**config.mk**
```make
export PLATFORM = sky130hd
export DESIGN_NAME = lm75_monitor
export DESIGN_NICKNAME = d
export VERILOG_FILES = /design/src/rtl/lm75_monitor_pkg.sv /design/src/rtl/lm75_monitor_bcd_seq8.sv /design/src/rtl/lm75_monitor.sv
export SDC_FILE = /design/constraint.sdc
export NUM_CORES = 1
export LEC_CHECK = 0
export CORE_MARGIN = 2
export CORE_UTILIZATION = 60
export CTS_BUF_LIST = sky130_fd_sc_hd__clkbuf_4
export DETAILED_ROUTE_END_ITERATION = 16
export HOLD_SLACK_MARGIN = 0.03
export PLACE_DENSITY_LB_ADDON = 0.12
export SYNTH_ARGS = -nofsm -noshare
export SYNTH_HDL_FRONTEND = slang
export SYNTH_SLANG_ARGS = --single-unit
export TNS_END_PERCENT = 50
```
**constraint.sdc**
```tcl
create_clock -name CLK -period 6.5 [get_ports CLK]
set_input_delay 0.65 -clock CLK [delete_from_list [all_inputs] [get_ports CLK]]
set_output_delay 0.65 -clock CLK [all_outputs]
set_load 0.03 [all_outputs]
```
**src/rtl/lm75_monitor_pkg.sv**
```systemverilog
// Shared types and constants for the LM75 temperature monitor.
package lm75_monitor_pkg;

    // Sweep controller states.
    typedef enum logic [2:0] {
        ST_IDLE  = 3'd0,
        ST_REQ   = 3'd1,
        ST_WAIT  = 3'd2,
        ST_CONV  = 3'd3,
        ST_STORE = 3'd4
    } state_t;

    // One decoded reading per sensor, ready for the display mux.
    typedef struct packed {
        logic       sign;
        logic [3:0] hundreds;
        logic [3:0] tens;
        logic [3:0] units;
        logic       half;
        logic       valid;
    } chan_rec_t;

    // Alarm set / clear thresholds in 0.5 degC units (80.0 / 75.0 degC).
    localparam logic signed [8:0] T_OS_DEFAULT   = 9'sd160;
    localparam logic signed [8:0] T_HYST_DEFAULT = 9'sd150;

    // Magnitude of a signed 9-bit reading; 10 bits so that -256 maps to 256.
    function automatic logic [9:0] abs9(input logic signed [8:0] raw);
        logic [9:0] ext;
        ext = {raw[8], raw};
        return raw[8] ? (10'd0 - ext) : ext;
    endfunction

endpackage

```
**src/rtl/lm75_monitor_bcd_seq8.sv**
```systemverilog
// Sequential 8-bit binary to 3-digit BCD converter (shift-add-3),
// one shift per cycle, exactly 8 cycles from start to result.
module bcd_seq8
    import lm75_monitor_pkg::*;
(
    input  logic        CLK,
    input  logic        rst_n,
    input  logic        i_start,
    input  logic [7:0]  i_bin,
    output logic        o_done,
    output logic [11:0] o_bcd
);

    // [19:8] BCD accumulator, [7:0] binary bits still to be shifted in.
    logic [19:0] r_sh;
    logic [2:0]  r_cnt;
    logic        r_busy;
    logic [19:0] w_adj;

    genvar gi;

    // Add 3 to every BCD digit that is 5 or more before the next shift.
    assign w_adj[7:0] = r_sh[7:0];
    for (gi = 0; gi < 3; gi++) begin : g_digit
        assign w_adj[8 + 4*gi +: 4] = (r_sh[8 + 4*gi +: 4] >= 4'd5) ?
                                      (r_sh[8 + 4*gi +: 4] + 4'd3) :
                                      r_sh[8 + 4*gi +: 4];
    end

    // Load on start, then shift once per cycle for 8 cycles.
    always_ff @(posedge CLK) begin
        if (!rst_n) begin
            r_sh   <= '0;
            r_cnt  <= '0;
            r_busy <= 1'b0;
        end else if (i_start) begin
            r_sh   <= {12'd0, i_bin};
            r_cnt  <= '0;
            r_busy <= 1'b1;
        end else if (r_busy) begin
            r_sh  <= w_adj << 1;
            r_cnt <= r_cnt + 3'd1;
            if (r_cnt == 3'd7) begin
                r_busy <= 1'b0;
            end
        end
    end

    // Done is high during the cycle whose closing edge performs the last shift.
    assign o_done = r_busy && (r_cnt == 3'd7);
    assign o_bcd  = r_sh[19:8];

endmodule

```
**src/rtl/lm75_monitor.sv**
```systemverilog
// Polls up to eight LM75 sensors over a simple I2C read port, decodes the
// temperature to sign/BCD/half-degree, keeps alarm and fault flags per
// channel, and shows one selected channel on registered display outputs.
module lm75_monitor
    import lm75_monitor_pkg::*;
#(
    parameter int                N_CH           = 4,
    parameter logic [6:0]        BASE_ADDR      = 7'h48,
    parameter int                POLL_CYCLES    = 50_000_000,
    parameter int                TIMEOUT_CYCLES = 1_000_000,
    parameter logic signed [8:0] T_OS           = T_OS_DEFAULT,
    parameter logic signed [8:0] T_HYST         = T_HYST_DEFAULT
) (
    input  logic            CLK,
    input  logic            rst_n,
    output logic            i2c_req,
    output logic [6:0]      i2c_addr,
    input  logic            i2c_ack,
    input  logic            i2c_err,
    input  logic [15:0]     i2c_data,
    input  logic [2:0]      disp_sel,
    output logic            sign,
    output logic [3:0]      hundreds,
    output logic [3:0]      tens,
    output logic [3:0]      units,
    output logic            half,
    output logic            disp_valid,
    output logic [N_CH-1:0] alarm,
    output logic [N_CH-1:0] fault,
    output logic            busy
);

    state_t              r_state;
    logic [2:0]          r_ch;
    logic [31:0]         r_poll_cnt;
    logic [31:0]         r_wait_cnt;
    logic signed [8:0]   r_raw;
    logic                r_half;

    logic                w_tick;
    logic                w_timeout;
    logic                w_fault_set;
    logic                w_store;
    logic                w_conv_start;
    logic                w_last;
    logic signed [8:0]   w_raw_in;
    logic [9:0]          w_mag_in;
    logic                w_bcd_done;
    logic [11:0]         w_bcd;
    logic                w_unused;
    chan_rec_t           w_rec_all [8];

    genvar gi;

    // Decode the incoming register straight off the bus so the converter
    // can start on the same edge that samples the ack.
    assign w_raw_in = i2c_data[15:7];
    assign w_mag_in = abs9(w_raw_in);
    assign w_unused = ^{w_mag_in[9], i2c_data[6:0]};

    assign w_tick       = (r_poll_cnt == 32'(POLL_CYCLES - 1));
    assign w_timeout    = (r_state == ST_WAIT) && !i2c_ack &&
                          (r_wait_cnt == 32'(TIMEOUT_CYCLES - 1));
    assign w_fault_set  = (r_state == ST_WAIT) && ((i2c_ack && i2c_err) || w_timeout);
    assign w_conv_start = (r_state == ST_WAIT) && i2c_ack && !i2c_err;
    assign w_store      = (r_state == ST_STORE);
    assign w_last       = (r_ch == 3'(N_CH - 1));
    assign busy         = (r_state != ST_IDLE);

    // Free-running sweep period counter; wraps whether or not a sweep starts.
    always_ff @(posedge CLK) begin
        if (!rst_n) begin
            r_poll_cnt <= '0;
        end else if (w_tick) begin
            r_poll_cnt <= '0;
        end else begin
            r_poll_cnt <= r_poll_cnt + 32'd1;
        end
    end

    // Sweep controller: request, wait for ack or timeout, convert, store.
    always_ff @(posedge CLK) begin
        if (!rst_n) begin
            r_state    <= ST_IDLE;
            r_ch       <= '0;
            r_wait_cnt <= '0;
            r_raw      <= '0;
            r_half     <= 1'b0;
            i2c_req    <= 1'b0;
            i2c_addr   <= '0;
        end else begin
            case (r_state)
                ST_IDLE: begin
                    if (w_tick) begin
                        r_ch    <= '0;
                        r_state <= ST_REQ;
                    end
                end
                ST_REQ: begin
                    i2c_req    <= 1'b1;
                    i2c_addr   <= BASE_ADDR + {4'd0, r_ch};
                    r_wait_cnt <= '0;
                    r_state    <= ST_WAIT;
                end
                ST_WAIT: begin
                    if (i2c_ack) begin
                        i2c_req <= 1'b0;
                        if (i2c_err) begin
                            r_state <= w_last ? ST_IDLE : ST_REQ;
                            r_ch    <= w_last ? r_ch : r_ch + 3'd1;
                        end else begin
                            r_raw   <= w_raw_in;
                            r_half  <= w_mag_in[0];
                            r_state <= ST_CONV;
                        end
                    end else if (w_timeout) begin
                        i2c_req <= 1'b0;
                        r_state <= w_last ? ST_IDLE : ST_REQ;
                        r_ch    <= w_last ? r_ch : r_ch + 3'd1;
                    end else begin
                        r_wait_cnt <= r_wait_cnt + 32'd1;
                    end
                end
                ST_CONV: begin
                    if (w_bcd_done) begin
                        r_state <= ST_STORE;
                    end
                end
                ST_STORE: begin
                    r_state <= w_last ? ST_IDLE : ST_REQ;
                    r_ch    <= w_last ? r_ch : r_ch + 3'd1;
                end
                default: begin
                    r_state <= ST_IDLE;
                end
            endcase
        end
    end

    bcd_seq8 u_bcd (
        .CLK     (CLK),
        .rst_n   (rst_n),
        .i_start (w_conv_start),
        .i_bin   (w_mag_in[8:1]),
        .o_done  (w_bcd_done),
        .o_bcd   (w_bcd)
    );

    // Per-channel record and flags; unused slots of the 8-way mux read as zero.
    for (gi = 0; gi < 8; gi++) begin : g_ch
        if (gi < N_CH) begin : g_live
            chan_rec_t r_rec;
            logic      r_alarm;
            logic      r_fault;
            logic      w_sel;

            assign w_sel = (r_ch == 3'(gi));

            // Latch fault on a failed read; store the decoded reading and
            // update the hysteretic alarm on a good one.
            always_ff @(posedge CLK) begin
                if (!rst_n) begin
                    r_rec   <= '0;
                    r_alarm <= 1'b0;
                    r_fault <= 1'b0;
                end else if (w_sel && w_fault_set) begin
                    r_fault <= 1'b1;
                end else if (w_sel && w_store) begin
                    r_fault        <= 1'b0;
                    r_rec.sign     <= r_raw[8] && (r_raw != 9'sd0);
                    r_rec.hundreds <= w_bcd[11:8];
                    r_rec.tens     <= w_bcd[7:4];
                    r_rec.units    <= w_bcd[3:0];
                    r_rec.half     <= r_half;
                    r_rec.valid    <= 1'b1;
                    if (r_raw >= T_OS) begin
                        r_alarm <= 1'b1;
                    end else if (r_raw < T_HYST) begin
                        r_alarm <= 1'b0;
                    end
                end
            end

            assign w_rec_all[gi] = r_rec;
            assign alarm[gi]     = r_alarm;
            assign fault[gi]     = r_fault;
        end else begin : g_pad
            assign w_rec_all[gi] = '0;
        end
    end

    // Display register follows disp_sel every cycle, including mid-sweep.
    always_ff @(posedge CLK) begin
        if (!rst_n) begin
            sign       <= 1'b0;
            hundreds   <= '0;
            tens       <= '0;
            units      <= '0;
            half       <= 1'b0;
            disp_valid <= 1'b0;
        end else begin
            sign       <= w_rec_all[disp_sel].sign;
            hundreds   <= w_rec_all[disp_sel].hundreds;
            tens       <= w_rec_all[disp_sel].tens;
            units      <= w_rec_all[disp_sel].units;
            half       <= w_rec_all[disp_sel].half;
            disp_valid <= w_rec_all[disp_sel].valid;
        end
    end

endmodule

```
==> impl_metrics.py <==
metrics = {
    "outcome": {
        "outcome": "finished, final reports clean",
    },
    "cts": {
        "cts_tree": "done",
        "clockBufferDepth": 2,
        "cts_max_level": 4,
        "ctsHoldBuffers": 0,
        "cts.clk_slew.worst_paths_ns": 0.14,
        "numCtsBuffers": 17,
        "clock_sinks": 191,
        "cts_root_buf": "clkbuf_4",
        "worst_skew_pair.late_latency_ns": 0.61,
        "post_cts_buffers": 0,
        "post_cts_resized": 0,
    },
    "yosys": {
        "synthArstFlopShare": 0,
        "synthCells": 997,
        "syn_avg_cell_area_um2": 8.72,
        "yosysWarnings": 0,
        "yosysSeqAreaShare": 0.440,
        "synth-seq-cells": 191,
        "synth_top_flop_cell": "dfxtp_1",
        "synth-edff-count": 0,
        "synth_cell_types": 54,
        "syn_area_um2": 8690,
    },
    "placed_design": {
        "dpl.hpwl_mm": 11.6,
        "placedCellCount": 1154,
        "place_congestion": 0.863,
        "port_buffers": 45,
    },
    "timing": {
        "fmax_mhz": 346,
        "rsz0062_at_grt": "false",
        "setup_tns_ns": 0,
        "min_period_over_period": 0.444,
        "worst_pin_slew_ns": 1.16,
        "setup_violations": 0,
        "final_max_slew_viol_count": 0,
        "slew_headroom": 0.229,
        "holdWs_ns": 0.470,
        "period_minus_slack_ns": 2.89,
        "final_hold_viol_count": 0,
        "fin_skew_ns": 0.0181,
    },
    "setup_path": {
        "critPathArrivalTime_ns": 3.39,
        "cp_max_fo": 18,
        "cp-start-kind": "flip-flop",
        "reg2reg_slack_ns": 3.61,
        "required_ns": 7.00,
        "worstSetupPathType": "flip-flop to flip-flop",
        "cp-end-kind": "flip-flop",
    },
    "drt": {
        "vias": 6593,
        "via_per_inst": 5.55,
        "drtIter0Drc": 437,
        "drt-total-wl_mm": 17.5,
        "wl_per_cell_um": 14.7,
        "drc": 0,
        "ant_nets": 0,
        "drtPass1Iterations": 5,
    },
    "final_layout": {
        "fin_nets": 1032,
        "area_growth_pct": 7.30,
        "fin_cells": 1187,
        "utilization": 0.664,
        "fillers": 1211,
        "drive_gt1_frac": 0.0577,
    },
    "die": {
        "die_h_um": 124,
        "fp-row-count": 43,
        "io_pins": 55,
        "start_util": 0.619,
        "dieArea_um2": 15500,
        "core_um2": 14000,
        "die_width_um": 124,
    },
    "global_routing": {
        "grt_pass1_wl_mm": 30.0,
        "grtUsageTotal": 0.235,
        "grt_overflow": 0,
        "antenna_found_initial": 1,
        "grt_pass1_vias": 6255,
        "grt_max_degree": 57,
    },
    "flow_run": {
        "drv_cap": 0,
    },
    "hold_path": {
        "worstHoldPathType": "flip-flop to flip-flop",
    },
    "pwr": {
        "peakVddDrop_uv": 114,
        "power.density_nw_per_um2": 201,
        "p_leak_nw": 3.14,
    },
}
-- final timing paths --
| check | depth (start not counted) | start | to |
|---|---|---|---|
| worst max-delay path | 6 | r_state[1] | r_ch[0] |
| worst min-delay path | 2 | g_ch[2].g_live.r_rec[3] | g_ch[2].g_live.r_rec[3] |
| worst min register to register | 2 | g_ch[2].g_live.r_rec[3] | g_ch[2].g_live.r_rec[3] |
| worst max register to register | 6 | r_state[1] | r_ch[0] |
-- cells in the mapped netlist, drive strengths merged (2+ instances only) --
cell / count / share of area
nor2b: 26 / 0.019
nor4b: 7 / 0.0085
o21ai: 22 / 0.013
nor2: 95 / 0.041
o21a: 7 / 0.0060
and3: 17 / 0.012
mux4: 15 / 0.039
a21oi: 21 / 0.012
or3: 8 / 0.0058
o31ai: 4 / 0.0035
nand2: 190 / 0.082
ha: 16 / 0.023
nor3b: 7 / 0.0060
and4: 4 / 0.0040
inv: 18 / 0.0078
nand2b: 8 / 0.0058
o211ai: 2 / 0.0017
a41o: 2 / 0.0023
nand4b: 3 / 0.0030
a211oi: 2 / 0.0017
nand3: 27 / 0.016
mux2i: 20 / 0.023
xnor2: 43 / 0.043
clkbuf: 56 / 0.024
nor4: 11 / 0.0094
or4: 2 / 0.0022
dfxtp: 191 / 0.44
and2: 8 / 0.0058
buf: 16 / 0.012
a21boi: 70 / 0.060
nor3: 20 / 0.013
xor2: 22 / 0.022
o211a: 5 / 0.0058
nand4: 18 / 0.013
a32oi: 3 / 0.0030
-- logic make-up (layout without fill, tap and decap cells) --
| logic type | after synthesis | in the layout | share of synthesized area |
|---|---|---|---|
| AO/OA/AOI/OAI | 144 | 144 | 0.115 |
| XOR/XNOR | 65 | 65 | 0.0655 |
| adder cells (fa/ha/maj) | 16 | 16 | 0.0230 |
| buffers and inverters | 91 | 99 | 0.0445 |
| flip-flops | 191 | 191 | 0.440 |
| multiplexers | 36 | 36 | 0.0636 |
| other | 1 | 3 | 0.000431 |
| AND/OR/NAND/NOR | 453 | 453 | 0.248 |
-- report_power, final --
part / switching [W] / internal, W
Sequential: 0.00000869 / 0.00118
Combinational: 0.0000571 / 0.0000408
Clock: 0.000408 / 0.000186
-- cell usage in the layout (no fill, tap or decap), types with 21 or more instances in the layout --
master / n
dfxtp_1: 191
nand2_1: 190
nor2_1: 95
a21boi_0: 68
clkdlybuf4s50_1: 44
xnor2_1: 43
nand3_1: 27
nor2b_1: 25
xor2_1: 22
o21ai_0: 22
a21oi_1: 21
-- sequential cells by signal, summed over array words and instances (netlist names), 3 cells and up --
signal and cells:
u_bcd.r_cnt 3, tens 4, r_wait_cnt 32, r_state 3
u_bcd.r_sh 20, r_poll_cnt 32, hundreds 4, g_ch.g_live.r_alarm 4
r_raw 9, i2c_addr 4, g_ch.g_live.r_fault 4, g_ch.g_live.r_rec 60
units 4, r_ch 3
-- metrics by stage --
stage	setup WS, ns	instance area (um2)	total power (W)
after floorplan	4.12	8700	0.00128
after global placement	3.09	9070	0.00131
after detailed placement	3.07	9070	0.00131
after CTS	3.63	9320	0.00189
after global routing	3.46	9330	0.00195
final	3.61	9330	0.00188
-- layout make-up --
cell class,instances,area (um2),share of cell area
Clock inverter,15,123,0.0131
Clock buffer,17,128,0.0137
Multi-Input combinational cell,716,4490,0.481
Inverter,19,71.3,0.00765
Sequential cell,191,3820,0.410
Antenna cell,1,2.50,0.000268
Timing Repair Buffer,48,468,0.0502
Tap cell,180,225,0.0241
-- layer usage --
layer | routed length [um] | share of wire | up-vias | global-route usage
li1 | - | - | 3359 | -
met1 | 8550 | 0.49 | 3114 | 0.321
met2 | 8080 | 0.46 | 107 | 0.375
met3 | 673 | 0.038 | 13 | 0.0554
met4 | 198 | 0.011 | 0 | 0.0635
met5 | 0 | 0 | - | 0
-- critical path, cell delays in order, from the launching register on --
cell     delay (ns)
dfxtp_1        0.60
nor4b_2        0.40
nand4_1        0.20
nor3_4         0.55
nor2b_2        0.17
or4_4          0.56
mux2_4         0.31
Power figures use the tool's default switching activity.
